===== src/rtl/lemming_world.sv =====
// Lemming corridor world: walker position stepping between two walls, with wall-bump and direction-error pulses.
// Latency: pos, bump_left/right and dir_err update at the step edge; bump_cnt follows one cycle after each bump pulse.
// Backpressure: none; the walk inputs are sampled only at step cycles, and outputs are pulses or levels the walker must react to.
// Ports: clk, rst (sync, active-high); walk_left/walk_right (walker heading);
//        bump_left/bump_right/dir_err (one-cycle registered pulses); pos (position 0..MAX_POS);
//        bump_cnt (saturating bump total since reset).
module lemming_world #(
    parameter int MAX_POS     = 15,
    parameter int POS_W       = 4,
    parameter int STEP_CYCLES = 4,
    parameter int RESET_POS   = 7
) (
    input  logic             clk,
    input  logic             rst,
    input  logic             walk_left,
    input  logic             walk_right,
    output logic             bump_left,
    output logic             bump_right,
    output logic [POS_W-1:0] pos,
    output logic [7:0]       bump_cnt,
    output logic             dir_err
);

    // A counter width of at least 1 keeps STEP_CYCLES=1 legal; the counter then sits at 0 and every cycle is a step.
    localparam int CNT_W = (STEP_CYCLES > 1) ? $clog2(STEP_CYCLES) : 1;
    localparam logic [CNT_W-1:0] CNT_LAST  = CNT_W'(STEP_CYCLES - 1);
    localparam logic [POS_W-1:0] POS_MAX   = POS_W'(MAX_POS);
    localparam logic [POS_W-1:0] POS_RESET = POS_W'(RESET_POS);

    logic [CNT_W-1:0] step_cnt_q, step_cnt_d;
    logic [POS_W-1:0] pos_q, pos_d;
    logic             bump_left_q, bump_left_d;
    logic             bump_right_q, bump_right_d;
    logic             dir_err_q, dir_err_d;
    logic [7:0]       bump_cnt_q, bump_cnt_d;
    logic             step;

    always_comb begin
        step         = (step_cnt_q == CNT_LAST);
        step_cnt_d   = step ? '0 : step_cnt_q + CNT_W'(1);
        pos_d        = pos_q;
        bump_left_d  = 1'b0;
        bump_right_d = 1'b0;
        dir_err_d    = 1'b0;

        // The counter reacts to the already-registered pulse, so it trails the pulse by one cycle.
        bump_cnt_d = bump_cnt_q;
        if ((bump_left_q || bump_right_q) && (bump_cnt_q != 8'hFF)) begin
            bump_cnt_d = bump_cnt_q + 8'd1;
        end

        if (step) begin
            if (walk_left && !walk_right) begin
                if (pos_q == '0) begin
                    bump_left_d = 1'b1;
                end else begin
                    pos_d = pos_q - POS_W'(1);
                end
            end else if (walk_right && !walk_left) begin
                if (pos_q == POS_MAX) begin
                    bump_right_d = 1'b1;
                end else begin
                    pos_d = pos_q + POS_W'(1);
                end
            end else begin
                // Both or neither heading: the walker is confused, stand still and flag it.
                dir_err_d = 1'b1;
            end
        end
    end

    always_ff @(posedge clk) begin
        if (rst) begin
            step_cnt_q   <= '0;
            pos_q        <= POS_RESET;
            bump_left_q  <= 1'b0;
            bump_right_q <= 1'b0;
            dir_err_q    <= 1'b0;
            bump_cnt_q   <= 8'd0;
        end else begin
            step_cnt_q   <= step_cnt_d;
            pos_q        <= pos_d;
            bump_left_q  <= bump_left_d;
            bump_right_q <= bump_right_d;
            dir_err_q    <= dir_err_d;
            bump_cnt_q   <= bump_cnt_d;
        end
    end

    assign pos        = pos_q;
    assign bump_left  = bump_left_q;
    assign bump_right = bump_right_q;
    assign dir_err    = dir_err_q;
    assign bump_cnt   = bump_cnt_q;

endmodule

===== config.mk =====
export PLATFORM = sky130hd
export DESIGN_NAME = lemming_world
export DESIGN_NICKNAME = d
export VERILOG_FILES = /design/src/rtl/lemming_world.sv
export SDC_FILE = /design/constraint.sdc
export NUM_CORES = 1
export LEC_CHECK = 0
export CELL_PAD_IN_SITES_DETAIL_PLACEMENT = 1
export CELL_PAD_IN_SITES_GLOBAL_PLACEMENT = 1
export CORE_ASPECT_RATIO = 0.8
export CORE_MARGIN = 5
export CORE_UTILIZATION = 30
export DETAILED_ROUTE_END_ITERATION = 10
export PLACE_DENSITY_LB_ADDON = 0.08
export SKIP_LAST_GASP = 1
export SYNTH_ARGS = -nofsm -noshare
export SYNTH_HDL_FRONTEND = slang
export SYNTH_SLANG_ARGS = --single-unit

===== constraint.sdc =====
create_clock -name clk -period 1.8 [get_ports clk]
set_clock_uncertainty 0.2 [all_clocks]
set_input_delay 0.18 -clock clk [delete_from_list [all_inputs] [get_ports clk]]
set_output_delay 0.18 -clock clk [all_outputs]
set_load 0.05 [all_outputs]

After elaboration in Yosys (flattened, before gate mapping)
Cells that the tools add are included.

storage, ports and cells
  flip-flop bits (word level) = 17
  RAM bits = 0
  input bits = 4
  logic and storage cells = 38
  ROM bits = 0
  bits in latches = 0
  memories kept = 0

operators by class
  bitwise logic cells = 3
  $add $sub $neg = 4
  eq/ne operators = 5
  multipliers = 0
  shift operators = 0
  reductions and logical operators = 13
  div/mod/pow operators = 0
  order comparisons = 0
  multiplexer cells = 7

operators by type and width
  cell                   count
  $mux W4                4
  $add A8 B1 Y8 const B  1
  $ne A8 B8 Y1 const B   1
  $reduce_or A3 Y1       2
  $add A4 B1 Y4 const B  1
  $eq A4 B4 Y1 const B   1
  $logic_not A4 Y1       1
  $ne A2 B2 Y1 const B   2
  $reduce_and A4 Y1      1
  $reduce_or A4 Y1       1
  $sub A4 B1 Y4 const B  1
  $logic_and A1 B1 Y1    3
  $mux W1                3
  $not A1 Y1             3
  $add A2 B1 Y2 const B  1
  $eq A2 B2 Y1 const B   1
  $logic_not A1 Y1       2
  $reduce_bool A2 Y1     1
  $reduce_or A2 Y1       1
  $logic_or A1 B1 Y1     1

Longest topological paths before layout
  word-level depth = 4
  gate-level depth with buffers = 9
  gate-level depth less buffers = 8

Worst setup path before layout
No wires, ideal clock.

  kind = reg-to-reg
  from = reg bump_cnt_q[0], in the netlist bump_cnt[0]
  to = reg bump_cnt_q[1], in the netlist bump_cnt[1]
  buffers on the path = 0
  arrival time = 1708 ps
  stages on the path, launching flop included = 6
  setup slack = -236 ps
  library setup time = 128 ps
  path through = dfxtp_1 > ha_1 > nand4_1 > o22ai_1 > mux2i_1 > nor2_1

on the way
  cells in the longest elaborated chain, start to end = 2
  elaborated cells on any way between the ends = 3
  classes of those cells = add/sub: 1; eq/ne: 1; reduce/logical: 1

RTL lines
  element                                                                line  RTL
  start, declared                                                        35    logic [7:0] bump_cnt_q, bump_cnt_d;
  start signal, assigned                                                 86    bump_cnt_q <= bump_cnt_d;
  parallel branches: the longest is 2 deep, another holds $add A8 B1 Y8  --

Parallel ways; which one is timed is not known.
A chain may end at the register's enable or synchronous reset.

Worst setup path in the final report
  from = reg pos_q[1], in the netlist pos[1]
  to = reg pos_q[2], in the netlist pos[2]

on the way
  cells in the longest elaborated chain, start to end = 4
  elaborated cells on any way between the ends = 11
  classes of those cells = add/sub: 2; eq/ne: 3; mux: 4; reduce/logical: 2

RTL lines
  element                 line  RTL
  start, declared         31    logic [POS_W-1:0] pos_q, pos_d;
  start signal, assigned  82    pos_q <= pos_d;
  $add A4 B1 Y4           63    pos_d = pos_q + POS_W'(1);
  $mux W4                 60    if (pos_q == POS_MAX) begin
  $mux W4                 59    end else if (walk_right && !walk_left) begin
  $mux W4                 53    if (walk_left && !walk_right) begin

Parallel ways exist; a longest one is shown, timed or not. The select of a mux whose other input is x is not followed.

==> results.yml <==
worst_setup_path:
  worstSetupStartpointType: "flop"
  required_ns: 1.84
  cp_max_fo: 7
  max_stage_delay_ns: 0.41
  cp_data_arrival_time_ns: 1.74
  ff2ff_setup_slack_ns: 0.1
  cp_cell_sequence: "xor2_2 > ha_2 > a21oi_2 > xor2_1 > or4_1 > nand3_1"
  crit_path_top_delay_cell: "dfxtp_4"
  worstSetupEndpointType: "flop"
  critical_path_class: "reg -> reg"
timing:
  worst_slew_pin_slew_ns: 0.291
  hold_violations: 0
  slew_headroom: 0.803
  whs_ns: 0.243
  period_needed_ns: 1.70
  fin_ws_ns: 0.0992
  period_share: 0.945
  final_max_slew_viol_count: 0
  finalSetupViolCount: 0
  fmax_ghz: 0.588
route:
  post-route-drc-count: 0
  routedWlPerCell_um: 13.2
  viasPerCell: 5.04
  drtPass1Iterations: 4
  drtIter0Drc: 13
  vias: 816
  ant_nets: 0
  routed_wl_mm: 2.14
layout:
  nFillCells: 323
  antenna_cells: 0
  instances_no_fill: 162
  nNetsFinal: 135
  area_growth_pct: 39.8
  final_core_util: 0.435
  drive_gt1_frac: 0.411
synth:
  syn_nets: 102
  yosysMostFrequentCell: "dfxtp_1"
  ys_ff_latch: 17
  syn_inst: 92
  synth_area_per_cell_um2: 9.29
  synth_cell_types: 36
  synth_top_cells_by_count: "17 x dfxtp_1, 10 x nor2_1, 6 x ha_1, 6 x xor2_1"
  yosysSeqAreaShare: 0.398
  synthFlopType: "dfxtp_1"
  yosys.area.top_type: "dfxtp_1"
  syn_area_um2: 855
  yosysTopAreaCellShare: 0.398
  synthArstFlopShare: 0
  synth_edf_count: 0
  yosys_warnings: 0
  ys_top_cells_by_area: "dfxtp_1 40%, ha_1 8.8%, xor2_1 6.1%"
global_route:
  grt_pass1_vias: 787
  grt_overflow: 0
  grt_max_degree: 11
  grt_antenna_before_repair: 0
  grt_pass1_wl_mm: 3.53
  track_usage: 0.111
clocking:
  cts_max_level: 1
  clk_latency_ns: 0.29
  cts.clk_slew.worst_paths_ns: 0.10
  root_buffer: "clkbuf_4"
  cts_tree: "yes"
  cts_inserted_buffers: 3
  hold_buffers: 0
  clkSinkCount: 17
  cts_buffer_depth: 2
floorplan:
  rows: 17
  initial_core_util: 0.311
  dieHeight_um: 57.7
  die_x_um: 69.7
  fp.coreArea_um2: 2740
  die-area_um2: 4020
  pin_count: 19
placement:
  gp_congestion: 0.722
  dp_slack_ns: -0.535
  dp_cells: 157
  place_hpwl_mm: 1.68
  io_buffers: 18
worst_hold_path:
  min_path_type: "reg -> reg"
power_and_ir_drop:
  vdd_drop_max_mv: 0.345
  p_leak_uw: 0.000512
  power_density_nw_per_um2: 590
run:
  cap_viol_max_count: 0
outcome:
  status: "completed"
[report_power, final]
| group | total, uW | switching, uW | internal (uW) |
|---|---|---|---|
| Sequential | 394 | 9.06 | 385 |
| Combinational | 105 | 55.4 | 49.3 |
| Clock | 206 | 123 | 82.8 |
[placed cells by master, fill, tap and decap left out, types with 3 or more instances in the layout]
cell type,instances
dfxtp_1,7
inv_1,4
nor2_1,10
buf_4,27
dfxtp_2,9
clkbuf_4,3
xor2_1,5
ha_1,4
o21ai_0,5
nand3_1,4
nand2_1,3
[kinds of logic (layout without fill, tap and decap cells)]
kind of cell,Yosys count,in the layout,share of synthesized area
and+or+nand+nor,35,35,0.227
AOI/OAI and AO/OA,19,19,0.165
DFF,17,17,0.398
buffers and inverters,7,39,0.0351
adders and majority gates,6,6,0.0878
xor gates and xnor gates,6,6,0.0615
muxes,2,2,0.0249
[stage by stage]
stage	power [uW]	TNS, ns	instance area [um2]
after floorplan	459	-0.0316	867
after detailed placement	501	-2.00	1130
final	705	0	1190
after global placement	498	-1.77	1130
after CTS	718	0	1170
after global routing	737	-0.0108	1190
[flip-flops by register name, summed over array words and instances (netlist names)]
register,count
bump_cnt,8
pos,4
step_cnt_q,2
bump_left,1
bump_right,1
dir_err,1
[metal layers]
layer	routed length, um	track usage
met1	1060	0.147
met2	911	0.168
met3	142	0.0451
met4	35	0.0246
met5	0	0
[critical path, delay by kind of cell (launching register included)]
kind                       cells  cell delay, ns
AOI/OAI and AO/OA              1            0.04
xor gates and xnor gates       2            0.31
adders and majority gates      1            0.19
DFF                            1            0.41
and+or+nand+nor                2            0.49
[final cells by class]
class,instances,area [um2],area share
Tap cell,38,47.5,0.0398
Sequential cell,17,355,0.297
Clock inverter,1,5.00,0.00419
Multi-Input combinational cell,68,515,0.431
Clock buffer,3,22.5,0.0188
Timing Repair Buffer,30,230,0.193
Inverter,5,18.8,0.0157
[repair_timing]
item / 4_1_cts / 5_1_grt
cloned: 0 / 0
buffers inserted: 0 / 1
pin swaps: 3 / 1
resized for setup: 8 / 3
setup endpoints to repair: 4 / 1
[final timing paths]
check | from | end | cells after the start
worst min register to register | step_cnt_q[0] | step_cnt_q[0] | 1
worst max-delay path | pos[1] | pos[2] | 6
worst max register to register | pos[1] | pos[2] | 6
worst min-delay path | step_cnt_q[0] | step_cnt_q[0] | 1
Note: power is estimated with default switching activity, not from simulation.
